$ cat src/rtl/vector_pack_feeder_if.sv
// Handshake bundle between the scalar element source, the feeder and the vector unit.
// The master side drives elements and coefficients and consumes vectors.
interface vector_pack_feeder_if #(
    parameter int bitwidth = 16,
    parameter int N        = 8
);
    logic [bitwidth-1:0]   s_data;
    logic                  s_valid;
    logic                  s_last;
    logic                  s_ready;
    logic [bitwidth-1:0]   coef_b;
    logic [bitwidth-1:0]   coef_c;
    logic                  coef_load;
    logic [N*bitwidth-1:0] out_vec;
    logic [bitwidth-1:0]   out_b;
    logic [bitwidth-1:0]   out_c;
    logic [N-1:0]          out_mask;
    logic                  out_valid;
    logic                  out_last;
    logic                  out_ready;

    modport master (
        output s_data, s_valid, s_last, coef_b, coef_c, coef_load, out_ready,
        input  s_ready, out_vec, out_b, out_c, out_mask, out_valid, out_last
    );

    modport slave (
        input  s_data, s_valid, s_last, coef_b, coef_c, coef_load, out_ready,
        output s_ready, out_vec, out_b, out_c, out_mask, out_valid, out_last
    );
endinterface

$ cat src/rtl/vector_pack_feeder.sv
// Packs a scalar element stream into N-lane vectors with per-vector b/c coefficients,
// zero padding of short tail vectors and a 1-entry valid/ready output register.
module vpf_lane #(
    parameter int W = 16
) (
    input  logic         clk,
    input  logic         rst,
    input  logic         wr,
    input  logic         clr,
    input  logic         ld,
    input  logic [W-1:0] data,
    output logic [W-1:0] out_lane,
    output logic         out_m
);
    logic [W-1:0] lane_q;
    logic         m_q;

    // clear wins over write: a closing element bypasses the buffer straight to the output
    always_ff @(posedge clk) begin
        if (rst || clr) begin
            lane_q <= '0;
            m_q    <= 1'b0;
        end else if (wr) begin
            lane_q <= data;
            m_q    <= 1'b1;
        end
    end

    always_ff @(posedge clk) begin
        if (rst) begin
            out_lane <= '0;
            out_m    <= 1'b0;
        end else if (ld) begin
            out_lane <= wr ? data : lane_q;
            out_m    <= wr | m_q;
        end
    end
endmodule

module vector_pack_feeder #(
    parameter int bitwidth = 16,
    parameter int N        = 8
) (
    input logic                  clk,
    input logic                  rst,
    vector_pack_feeder_if.slave  bus
);
    localparam int CW = (N > 1) ? $clog2(N) : 1;

    typedef enum logic {FILL, PEND} state_t;

    state_t                           state, state_nxt;
    logic [CW-1:0]                    cnt;
    logic [bitwidth-1:0]              cur_b, cur_c, vec_b, vec_c, b_now, c_now;
    logic [bitwidth-1:0]              out_b_q, out_c_q;
    logic                             out_valid_q, out_last_q, pend_last;
    logic                             s_ready_c, acc, is_close, slot_free, ld_out, clr;
    logic [N-1:0][bitwidth-1:0]       lane_out;
    logic [N-1:0]                     mask_out;

    always_ff @(posedge clk) begin
        if (rst) state <= FILL;
        else     state <= state_nxt;
    end

    always_comb begin
        state_nxt = state;
        ld_out    = 1'b0;
        clr       = 1'b0;
        s_ready_c = (state == FILL);
        acc       = bus.s_valid && s_ready_c;
        is_close  = acc && ((cnt == CW'(N-1)) || bus.s_last);
        slot_free = !out_valid_q || bus.out_ready;
        case (state)
            FILL: begin
                if (is_close) begin
                    if (slot_free) begin
                        ld_out = 1'b1;
                        clr    = 1'b1;
                    end else begin
                        state_nxt = PEND;
                    end
                end
            end
            PEND: begin
                if (slot_free) begin
                    ld_out    = 1'b1;
                    clr       = 1'b1;
                    state_nxt = FILL;
                end
            end
            default: state_nxt = FILL;
        endcase
    end

    // coefficients seen by the vector under assembly; a lane-0 accept snapshots them,
    // taking a same-cycle coef_load into account
    always_comb begin
        b_now = vec_b;
        c_now = vec_c;
        if (acc && (cnt == '0)) begin
            b_now = bus.coef_load ? bus.coef_b : cur_b;
            c_now = bus.coef_load ? bus.coef_c : cur_c;
        end
    end

    always_ff @(posedge clk) begin
        if (rst) begin
            cnt       <= '0;
            cur_b     <= '0;
            cur_c     <= '0;
            vec_b     <= '0;
            vec_c     <= '0;
            pend_last <= 1'b0;
        end else begin
            if (is_close)  cnt <= '0;
            else if (acc)  cnt <= cnt + CW'(1);
            if (bus.coef_load) begin
                cur_b <= bus.coef_b;
                cur_c <= bus.coef_c;
            end
            vec_b <= b_now;
            vec_c <= c_now;
            if (is_close) pend_last <= bus.s_last;
        end
    end

    always_ff @(posedge clk) begin
        if (rst) begin
            out_valid_q <= 1'b0;
            out_last_q  <= 1'b0;
            out_b_q     <= '0;
            out_c_q     <= '0;
        end else if (ld_out) begin
            out_valid_q <= 1'b1;
            out_last_q  <= (state == FILL) ? bus.s_last : pend_last;
            out_b_q     <= b_now;
            out_c_q     <= c_now;
        end else if (bus.out_ready) begin
            out_valid_q <= 1'b0;
        end
    end

    for (genvar i = 0; i < N; i++) begin : g_lane
        vpf_lane #(.W(bitwidth)) u_lane (
            .clk      (clk),
            .rst      (rst),
            .wr       (acc && (cnt == CW'(i))),
            .clr      (clr),
            .ld       (ld_out),
            .data     (bus.s_data),
            .out_lane (lane_out[i]),
            .out_m    (mask_out[i])
        );
    end

    assign bus.s_ready   = s_ready_c;
    assign bus.out_vec   = lane_out;
    assign bus.out_mask  = mask_out;
    assign bus.out_b     = out_b_q;
    assign bus.out_c     = out_c_q;
    assign bus.out_valid = out_valid_q;
    assign bus.out_last  = out_last_q;
endmodule

$ cat src/flat_wrapper.sv
// flat-port wrapper written by rule: the top's interface ports become plain ports
module vector_pack_feeder_flat 
#(
    parameter int bitwidth = 16,
    parameter int N        = 8
)
  (clk, rst, bus_s_data, bus_s_valid, bus_s_last, bus_coef_b, bus_coef_c, bus_coef_load, bus_out_ready, bus_s_ready, bus_out_vec, bus_out_b, bus_out_c, bus_out_mask, bus_out_valid, bus_out_last);
  vector_pack_feeder_if #(.bitwidth(bitwidth), .N(N)) bus_i ();
  input logic clk;
  input logic rst;
  input wire logic [$bits(bus_i.s_data)-1:0] bus_s_data;
  input wire logic [$bits(bus_i.s_valid)-1:0] bus_s_valid;
  input wire logic [$bits(bus_i.s_last)-1:0] bus_s_last;
  input wire logic [$bits(bus_i.coef_b)-1:0] bus_coef_b;
  input wire logic [$bits(bus_i.coef_c)-1:0] bus_coef_c;
  input wire logic [$bits(bus_i.coef_load)-1:0] bus_coef_load;
  input wire logic [$bits(bus_i.out_ready)-1:0] bus_out_ready;
  output wire logic [$bits(bus_i.s_ready)-1:0] bus_s_ready;
  output wire logic [$bits(bus_i.out_vec)-1:0] bus_out_vec;
  output wire logic [$bits(bus_i.out_b)-1:0] bus_out_b;
  output wire logic [$bits(bus_i.out_c)-1:0] bus_out_c;
  output wire logic [$bits(bus_i.out_mask)-1:0] bus_out_mask;
  output wire logic [$bits(bus_i.out_valid)-1:0] bus_out_valid;
  output wire logic [$bits(bus_i.out_last)-1:0] bus_out_last;
  assign bus_i.s_data = bus_s_data;
  assign bus_i.s_valid = bus_s_valid;
  assign bus_i.s_last = bus_s_last;
  assign bus_i.coef_b = bus_coef_b;
  assign bus_i.coef_c = bus_coef_c;
  assign bus_i.coef_load = bus_coef_load;
  assign bus_i.out_ready = bus_out_ready;
  assign bus_s_ready = bus_i.s_ready;
  assign bus_out_vec = bus_i.out_vec;
  assign bus_out_b = bus_i.out_b;
  assign bus_out_c = bus_i.out_c;
  assign bus_out_mask = bus_i.out_mask;
  assign bus_out_valid = bus_i.out_valid;
  assign bus_out_last = bus_i.out_last;
  vector_pack_feeder #(.bitwidth(bitwidth), .N(N)) u_core (.clk(clk), .rst(rst), .bus(bus_i));
endmodule
$ cat config.mk
export PLATFORM = sky130hd
export DESIGN_NAME = vector_pack_feeder_flat
export DESIGN_NICKNAME = d
export VERILOG_FILES = /design/src/rtl/vector_pack_feeder_if.sv /design/src/rtl/vector_pack_feeder.sv /design/src/flat_wrapper.sv
export SDC_FILE = /design/constraint.sdc
export NUM_CORES = 1
export LEC_CHECK = 0
export CORE_UTILIZATION = 40
export DETAILED_ROUTE_END_ITERATION = 10
export PLACE_DENSITY = 0.68
export SETUP_SLACK_MARGIN = 0.1
export SYNTH_ARGS = -nofsm -noshare
export SYNTH_HDL_FRONTEND = slang
export SYNTH_SLANG_ARGS = --single-unit
$ cat constraint.sdc
create_clock -name clk -period 4.6 [get_ports clk]
set_input_delay 1.38 -clock clk [delete_from_list [all_inputs] [get_ports clk]]
set_output_delay 1.38 -clock clk [all_outputs]
set_load 0.1 [all_outputs]
==> impl_metrics.tcl, run 1 <==
set metrics [dict create \
    finalSetupViolCount 0 \
    wl_um 31750 \
    vias_per_cell 5.115 \
    cts_resized 0 \
    syn_to_final_growth_pct 28.98 \
    synth.largest_area_cell "dfxtp_1" \
    fin_nets 1365 \
    die_h_um 180.9 \
    p_int_mw 5.386 \
    firstDrtPassIters 5 \
    cts_inserted_buffers 39 \
    synth.area.top_cells "dfxtp_1, mux2i_1, o2bb2ai_1, nor2_1, mux2_2" \
    gr-total-overflow 0 \
    fin_cells 1736 \
    critPathKind "reg2out" \
    drv_slew 0 \
    yosys_most_used_dff "dfxtp_1" \
    synth_top_cell_area_share_pct 58.67 \
    diodes 0 \
    max_slew_margin_pct 26.89 \
    grt_usage_pct 18.99 \
    fill_cells 2726 \
    grt_pass1_wl_um 49220 \
    synthArstFlopShare_pct 0 \
    timing.rr.end "u_core.g_lane[6].u_lane.lane_q[3]$_SDFF_PP0_" \
    clockBufferDepth 3 \
    cp-start-kind "flop" \
    skew_ns 0.02201 \
    r2r_start "u_core.cnt[2]$_SDFFE_PP0P_" \
    clock_latency_ns 0.54 \
    worstSetupStartpoint "u_core.state$_SDFF_PP0_" \
    ys.warnings.count 0 \
    antenna_found_initial 0 \
    num_rows 65 \
    required_ns 3.22 \
    crit_buf_inv 2 \
    port_buffers 224 \
    synth_most_common_cell "dfxtp_1" \
    coreArea_um2 31470 \
    cts_max_level 2 \
    synth_seq_cells 375 \
    period_needed_ns 3.729 \
    synth_cell_types 33 \
    max_slew.worst_pin.slew_ns 1.093 \
    dieArea_um2 32710 \
    post_cts_buffers 0 \
    pwr-share-comb_pct 7.8 \
    switchingPower_mw 1.676 \
    avgSynthCellArea_um2 11.23 \
    place.gp.congestion 0.7540 \
    ff2ff_path_depth 5 \
    crit_slowest_cell "clkdlybuf4s50_1" \
    synth.net_count 1199 \
    fin_setup_tns_ns 0 \
    grt_pass1_vias 8515 \
    p_per_area_nw_per_um2 427.9 \
    rsz0062_at_grt "no" \
    rrSetupSlack_ns 2.20 \
    start_util_pct 40.66 \
    wire_per_inst_um 18.29 \
    arrival_ns 2.35 \
    clk_transition_reported_paths_ns 0.06 \
    status "finished clean" \
    cellLeakagePower_nw 6.504 \
    initialDrtViolationCount 506 \
    ioPinCount 225 \
    dieWidth_um 180.9 \
    cpPeakStageDelay_ns 1.01 \
    root_buffer "clkbuf_16" \
    cts_tree "yes" \
    synthTopCellsByCount "dfxtp_1, nor2_1, mux2i_1" \
    grt_max_degree 137 \
    holdBufCountCts 0 \
    p_clk_share_pct 44.9 \
    timing.final.crit_share_pct 81.07 \
    max_freq_ghz 0.2682 \
    cp_top_family "buffers and inverters" \
    drc 0 \
    p_seq_share_pct 47.3 \
    regArea_um2 7507 \
    synth-edff-count 0 \
    hold_violations 0 \
    dp_hpwl_um 19120 \
    peakVddDrop_mv 0.2228 \
    ant_nets 0 \
    cp-end-kind "output port" \
    vias 8879 \
    swShare_pct 23.73 \
    crit_fanout 15 \
    multi_input_area_um2 4722 \
    placedCellCount 1666 \
    clock_sinks 375 \
    ys_seq_area_share_pct 58.67 \
    syn_area_um2 12800 \
    min_path_type "reg2reg" \
    endpoint "bus_s_ready" \
    max-cap-violations 0 \
    path_depth 2 \
    drive_above_1_share_pct 8.921 \
    path_cells "inv_1 -> clkdlybuf4s50_1" \
    synthCells 1139 \
]
==> placed cells by master (no fill, tap or decap), types with 5 or more instances in the layout <==
cell type / Yosys / layout
a21oi_1: 6 / 6
and2_1: 32 / 32
buf_4: 13 / 14
clkbuf_1: 45 / 7
clkbuf_16: 0 / 39
clkbuf_8: 0 / 13
clkdlybuf4s50_1: 0 / 224
clkinv_2: 0 / 6
dfxtp_1: 375 / 375
ha_1: 6 / 6
inv_1: 5 / 5
mux2_2: 32 / 32
mux2i_1: 161 / 161
nand2_1: 35 / 35
nor2_1: 174 / 174
o22ai_1: 32 / 32
o2bb2ai_1: 136 / 136
==> power groups by stage <==
stage / sequential [mW] / combinational, mW / clock (mW)
after floorplan: 3.54 / 0.263 / 0
after global placement: 3.41 / 0.552 / 0
after detailed placement: 3.41 / 0.555 / 0
after CTS: 3.34 / 0.557 / 3.25
after global routing: 3.34 / 0.586 / 3.39
final: 3.34 / 0.554 / 3.17
==> worst min path at each step <==
stage | startpoint | to | cells after the start
floorplan | u_core.g_lane[3].u_lane.m_q$_SDFFE_PP0P_ | u_core.g_lane[3].u_lane.m_q$_SDFFE_PP0P_ | 2
global placement | u_core.g_lane[5].u_lane.m_q$_SDFFE_PP0P_ | u_core.g_lane[5].u_lane.m_q$_SDFFE_PP0P_ | 2
detailed placement | u_core.g_lane[7].u_lane.m_q$_SDFFE_PP0P_ | u_core.g_lane[7].u_lane.m_q$_SDFFE_PP0P_ | 2
CTS | u_core.g_lane[7].u_lane.m_q$_SDFFE_PP0P_ | u_core.g_lane[7].u_lane.m_q$_SDFFE_PP0P_ | 2
global route | u_core.g_lane[0].u_lane.out_lane[3]$_SDFFE_PP0P_ | u_core.g_lane[0].u_lane.out_lane[3]$_SDFFE_PP0P_ | 1
finish | u_core.g_lane[2].u_lane.m_q$_SDFFE_PP0P_ | u_core.g_lane[2].u_lane.m_q$_SDFFE_PP0P_ | 2
==> area by class of cell <==
| class | count | area share (%) |
|---|---|---|
| Inverter | 5 | 0.1137 |
| Sequential cell | 375 | 45.49 |
| Clock inverter | 11 | 0.8794 |
| Timing Repair Buffer | 242 | 14.71 |
| Clock buffer | 59 | 7.156 |
| Tap cell | 402 | 3.048 |
| Multi-Input combinational cell | 642 | 28.61 |
==> flip-flops by register name, summed over array words and instances (netlist names) <==
signal and flops:
u_core.g_lane.u_lane.out_lane 128, u_core.state 1, u_core.cnt 3, u_core.bus.out_last 1
u_core.vec_c 16, u_core.g_lane.u_lane.lane_q 128, u_core.g_lane.u_lane.m_q 8, u_core.bus.out_valid 1
u_core.pend_last 1, u_core.cur_c 16, u_core.g_lane.u_lane.out_m 8, u_core.bus.out_b 16
u_core.vec_b 16, u_core.cur_b 16, u_core.bus.out_c 16
==> worst min-delay path, stage by stage, from the launching register on <==
cell and delay (ns):
dfxtp_1 0.31, nor2_1 0.05, nor2_1 0.07
==> metrics by stage <==
stage | hold WS, ns | area, um2 | worst slack, ns | util [%] | total power, mW
after global placement | 0.4377 | 15180 | 1.096 | 48.23 | 3.961
after global routing | 0.4757 | 16500 | 0.7790 | 52.44 | 7.319
after floorplan | 0.4241 | 12800 | 1.953 | - | 3.803
after detailed placement | 0.4443 | 15180 | 1.053 | 48.23 | 3.966
final | 0.4568 | 16500 | 0.8709 | 52.44 | 7.062
after CTS | 0.4597 | 16500 | 0.8616 | 52.44 | 7.142
==> cells by family after synthesis <==
logic type	synth area share (%)
flops	58.67
simple gates	8.918
mux	15.41
compound gates	11.45
fa+ha+maj	0.5867
buf+inv	4.967
==> routing by layer <==
layer | global-route usage, % | vias to the layer above | part of all wire (%)
met5 | 0 | - | 0
li1 | - | 4269 | -
met1 | 26.54 | 4296 | 47
met4 | 5.470 | 0 | 2.0
met2 | 27.91 | 263 | 43
met3 | 5.967 | 51 | 8.4
No activity file was read; power rests on OpenSTA's default activity.
==> run 2, diff against run 1 <==
==> constraint.sdc (replaced) <==
create_clock -name clk -period 3.5 [get_ports clk]
set_input_delay 1.05 -clock clk [delete_from_list [all_inputs] [get_ports clk]]
set_output_delay 1.05 -clock clk [all_outputs]
set_load 0.1 [all_outputs]
==> impl_metrics.tcl, run 2 (synthesized netlist as in run 1, its figures left out) <==
set metrics [dict create \
    cts_inserted_buffers 39 \
    r2r_start "u_core.cnt[2]$_SDFFE_PP0P_" \
    largestRegisters "u_core.g_lane.u_lane.lane_q: 128 flops, u_core.g_lane.u_lane.out_lane: 128 flops" \
    min_to "u_core.g_lane[2].u_lane.m_q$_SDFFE_PP0P_" \
    clk_transition_reported_paths_ns 0.06 \
    place.gp.congestion 0.7595 \
    min_from "u_core.g_lane[2].u_lane.m_q$_SDFFE_PP0P_" \
    syn_to_final_growth_pct 26.99 \
    holdBufCountCts 0 \
    skew_ns 0.01783 \
    vias_per_cell 5.111 \
    ant_nets 0 \
    grt_max_degree 65 \
    arrival_ns 1.64 \
    status "finished clean" \
    gr-total-overflow 0 \
    drt-met1-wl_um 15020 \
    grt_pass1_vias 8628 \
    max_freq_ghz 0.3718 \
    fin_setup_tns_ns 0 \
    period_needed_ns 2.690 \
    timing.rr.end "u_core.g_lane[7].u_lane.lane_q[10]$_SDFF_PP0_" \
    drive_above_1_share_pct 22.50 \
    grt_usage_pct 19.26 \
    antenna_found_initial 0 \
    clock_latency_ns 0.52 \
    rrSetupSlack_ns 1.02 \
    min_path_type "reg2reg" \
    wl_um 32070 \
    crit_fanout 15 \
    clockBufferDepth 3 \
    wl_met3_um 2774 \
    grt_pass1_wl_um 49810 \
    drv_slew 0 \
    port_buffers 224 \
    drc 0 \
    dp_hpwl_um 20070 \
    cellLeakagePower_nw 6.936 \
    wire_per_inst_um 18.39 \
    cp-start-kind "flop" \
    initialDrtViolationCount 435 \
    ioPinCount 225 \
    p_per_area_nw_per_um2 580.6 \
    num_rows 65 \
    utilization_pct 51.63 \
    hold_violations 0 \
    placedCellCount 1675 \
    timing.final.crit_share_pct 76.85 \
    cp-end-kind "output port" \
    coreArea_um2 31470 \
    cts_resized 0 \
    firstDrtPassIters 4 \
    ff2ff_path_depth 5 \
    final_common_cell "dfxtp_1" \
    vias 8913 \
    critPathKind "reg2out" \
    fill_cells 2776 \
    peakVddDrop_mv 0.3241 \
    cts_tree "yes" \
    most-common-layout-cells "dfxtp_1, buf_4, nor2_1, mux2i_1, o2bb2ai_1" \
    fin_cells 1744 \
    cts_max_level 2 \
    wl_met2_um 13880 \
    max-cap-violations 0 \
    post_cts_buffers 0 \
    dieWidth_um 180.9 \
    clock_sinks 375 \
    top_layer_used "met4" \
    start_util_pct 40.66 \
    hold-path-cell-count 2 \
    fin_nets 1374 \
    root_buffer "clkbuf_16" \
    max_slew_margin_pct 53.78 \
    dieArea_um2 32710 \
    max_slew.worst_pin.slew_ns 0.6911 \
    diodes 0 \
    finalSetupViolCount 0 \
    required_ns 2.45 \
    rsz0062_at_grt "no" \
    die_h_um 180.9 \
]
## run 2: worst max-delay path by stage
stage | endpoint | from | cells after the start | slack, ns
global placement | u_core.g_lane[3].u_lane.out_lane[14]$_SDFFE_PP0P_ | bus_s_last | 5 | 0.42
floorplan | u_core.bus.out_b[10]$_SDFFE_PP0P_ | bus_coef_load | 5 | 1.18
CTS | bus_s_ready | u_core.state$_SDFF_PP0_ | 2 | 0.80
finish | bus_s_ready | u_core.state$_SDFF_PP0_ | 2 | 0.81
global route | bus_s_ready | u_core.state$_SDFF_PP0_ | 2 | 0.72
detailed placement | u_core.g_lane[6].u_lane.out_lane[14]$_SDFFE_PP0P_ | bus_s_last | 5 | 0.33
## run 2: area by class of cell
type | count | area (um2) | area share [%]
Tap cell | 402 | 503.0 | 3.095
Clock inverter | 14 | 191.4 | 1.178
Inverter | 5 | 18.77 | 0.1155
Clock buffer | 55 | 1177 | 7.246
Sequential cell | 375 | 7507 | 46.20
Timing Repair Buffer | 251 | 2130 | 13.11
Multi-Input combinational cell | 642 | 4722 | 29.06
## run 2: power by group
group	internal, mW	switching (mW)
clock network	2.65	1.66
registers	4.36	0.0325
logic	0.238	0.504
## run 2: metrics by stage
stage / total power, mW / worst slack (ns) / hold WS [ns] / cell area, um2
after global placement: 5.219 / 0.4168 / 0.4348 / 14880
after detailed placement: 5.226 / 0.3337 / 0.4463 / 14880
after floorplan: 4.999 / 1.183 / 0.4241 / 12800
after CTS: 9.537 / 0.8041 / 0.4609 / 16250
after global routing: 9.783 / 0.7204 / 0.4789 / 16250
final: 9.435 / 0.8102 / 0.4558 / 16250
## run 2: metal layers
| metal | vias to the layer above | global-route usage [%] |
|---|---|---|
| met5 | - | 0 |
| met4 | 0 | 4.376 |
| met3 | 37 | 6.410 |
| met2 | 258 | 28.88 |
| met1 | 4319 | 26.66 |
| li1 | 4299 | - |
## run 2: worst max-delay path, stage by stage (launching register included)
cell,delay [ns]
dfxtp_1,0.75
inv_1,0.11
buf_4,0.26
==> run 3, diff against run 2 <==
==> constraint.sdc (replaced) <==
create_clock -name clk -period 2.54 [get_ports clk]
set_input_delay 0.762 -clock clk [delete_from_list [all_inputs] [get_ports clk]]
set_output_delay 0.762 -clock clk [all_outputs]
set_load 0.1 [all_outputs]
==> impl_metrics.tcl, run 3 (synthesized netlist as in run 1, its figures left out) <==
set metrics [dict create \
    die_h_um 180.9 \
    r2r_start "u_core.cnt[0]$_SDFFE_PP0P_" \
    rsz0062_at_grt "no" \
    final_common_cell "dfxtp_1" \
    clock_sinks 375 \
    ff2ff_path_depth 7 \
    vias_per_cell 5.096 \
    coreArea_um2 31470 \
    dp_hpwl_um 21080 \
    dieWidth_um 180.9 \
    cp_top_family "flip-flops" \
    path_cells "inv_1 -> buf_4" \
    firstDrtPassIters 4 \
    grt_pass1_wl_um 51130 \
    gr-total-overflow 0 \
    max_slew.worst_pin.slew_ns 0.6681 \
    grt_usage_pct 19.74 \
    period_needed_ns 2.154 \
    num_rows 65 \
    grt_max_degree 65 \
    most-common-layout-cells "dfxtp_1, buf_4, nor2_1, mux2i_1, o2bb2ai_1" \
    post_cts_buffers 0 \
    drv_slew 0 \
    path_depth 2 \
    diodes 0 \
    hold-path-cell-count 2 \
    antenna_found_initial 0 \
    clk_transition_reported_paths_ns 0.06 \
    port_buffers 224 \
    timing.final.crit_share_pct 84.79 \
    grt_pass1_vias 9020 \
    finalSetupViolCount 0 \
    clock_latency_ns 0.52 \
    hold_violations 0 \
    cp-start-kind "flop" \
    cts_inserted_buffers 40 \
    max_freq_ghz 0.4643 \
    cp-end-kind "output port" \
    crit_slowest_cell "dfxtp_2" \
    arrival_ns 1.39 \
    max_slew_margin_pct 55.32 \
    dieArea_um2 32710 \
    start_util_pct 40.66 \
    ioPinCount 225 \
    initialDrtViolationCount 486 \
    drc 0 \
    wire_per_inst_um 18.45 \
    required_ns 1.78 \
    clockBufferDepth 3 \
    crit_fanout 15 \
    cts_tree "yes" \
    drive_above_1_share_pct 22.72 \
    ant_nets 0 \
    critPathKind "reg2out" \
    cts_max_level 2 \
    hold_slack_ns 0.4557 \
    cellLeakagePower_nw 6.996 \
    cpPeakStageDelay_ns 0.53 \
    status "finished clean" \
    p_per_area_nw_per_um2 763.8 \
    largestRegisters "u_core.g_lane.u_lane.lane_q: 128 flops, u_core.g_lane.u_lane.out_lane: 128 flops" \
    crit_buf_inv 2 \
    wl_um 32510 \
    skew_ns 0.01523 \
    min_from "u_core.g_lane[7].u_lane.m_q$_SDFFE_PP0P_" \
    root_buffer "clkbuf_16" \
    min_path_type "reg2reg" \
    syn_to_final_growth_pct 27.99 \
    fin_setup_tns_ns 0 \
    peakVddDrop_mv 0.4022 \
    fin_nets 1394 \
    max-cap-violations 0 \
    worstSetupStartpoint "u_core.state$_SDFF_PP0_" \
    vias 8979 \
    place.gp.congestion 0.7796 \
]
==> run 3: changes by cell type in the layout (fill, tap and decap cells not counted) <==
cell       before  now
inv_6           2    3
clkinv_8        1    0
dfxtp_1       375  374
dfxtp_2         0    1
clkbuf_16      40   41
buf_12          9   21
buf_4         189  196
clkbuf_1        3   15
clkinv_2        6    4
bufinv_16       4    1
clkinv_4        0    1
clkbuf_8       12    2
==> run 3: final cells by class <==
cell class	instances	area, um2
fillers	2791	15100
multi-input cells	642	4722
clock buffers	58	1110
well taps	402	503.0
flip-flops and latches	375	7508
inverters	5	18.77
repair buffers	270	2422
clock inverters	10	92.59
==> run 3: metal layers <==
layer,vias to the layer above,wire length [um],global-route usage (%)
met5,-,0,0
met2,244,14290,30.59
met3,36,2803,6.612
li1,4331,-,-
met4,0,435,4.103
met1,4368,14980,26.60
==> run 3: final timing paths <==
kind	end	slack, ns
setup / recovery	bus_s_ready	0.39
hold / removal	u_core.g_lane[7].u_lane.m_q$_SDFFE_PP0P_	0.46
setup reg to reg	u_core.g_lane[2].u_lane.out_lane[15]$_SDFFE_PP0P_	0.41
hold reg to reg	u_core.g_lane[7].u_lane.m_q$_SDFFE_PP0P_	0.46
==> run 3: repair_timing <==
action	in CTS	in global routing
hold buffers	0	0
setup endpoints to repair	0	1
resized for setup	0	1
==> run 3: where the power goes <==
group	leakage [nW]	internal (mW)	switching (mW)	total (mW)
logic	3.37	0.360	0.702	1.06
registers	3.04	6.00	0.0461	6.05
clock network	0.585	3.14	2.26	5.40
==> run 3: worst register-to-register path, cell delays in order (launching register included) <==
cell,delay [ns]
dfxtp_1,0.34
ha_1,0.23
ha_1,0.26
or3_1,0.45
a31oi_4,0.23
buf_12,0.18
buf_4,0.22
o2bb2ai_1,0.14
==> run 3: stage by stage <==
stage | instances | power (mW) | instance area, um2 | worst slack, ns | util, %
after CTS | 1762 | 12.63 | 16380 | 0.1480 | 52.03
final | 1762 | 12.51 | 16380 | 0.3863 | 52.03
after detailed placement | 1694 | 7.244 | 15170 | 0.0003335 | 48.21
after global placement | 1694 | 7.229 | 15170 | 0.005413 | 48.21
after floorplan | 1139 | 6.888 | 12800 | 0.5108 | -
after global routing | 1762 | 12.96 | 16380 | 0.2429 | 52.03
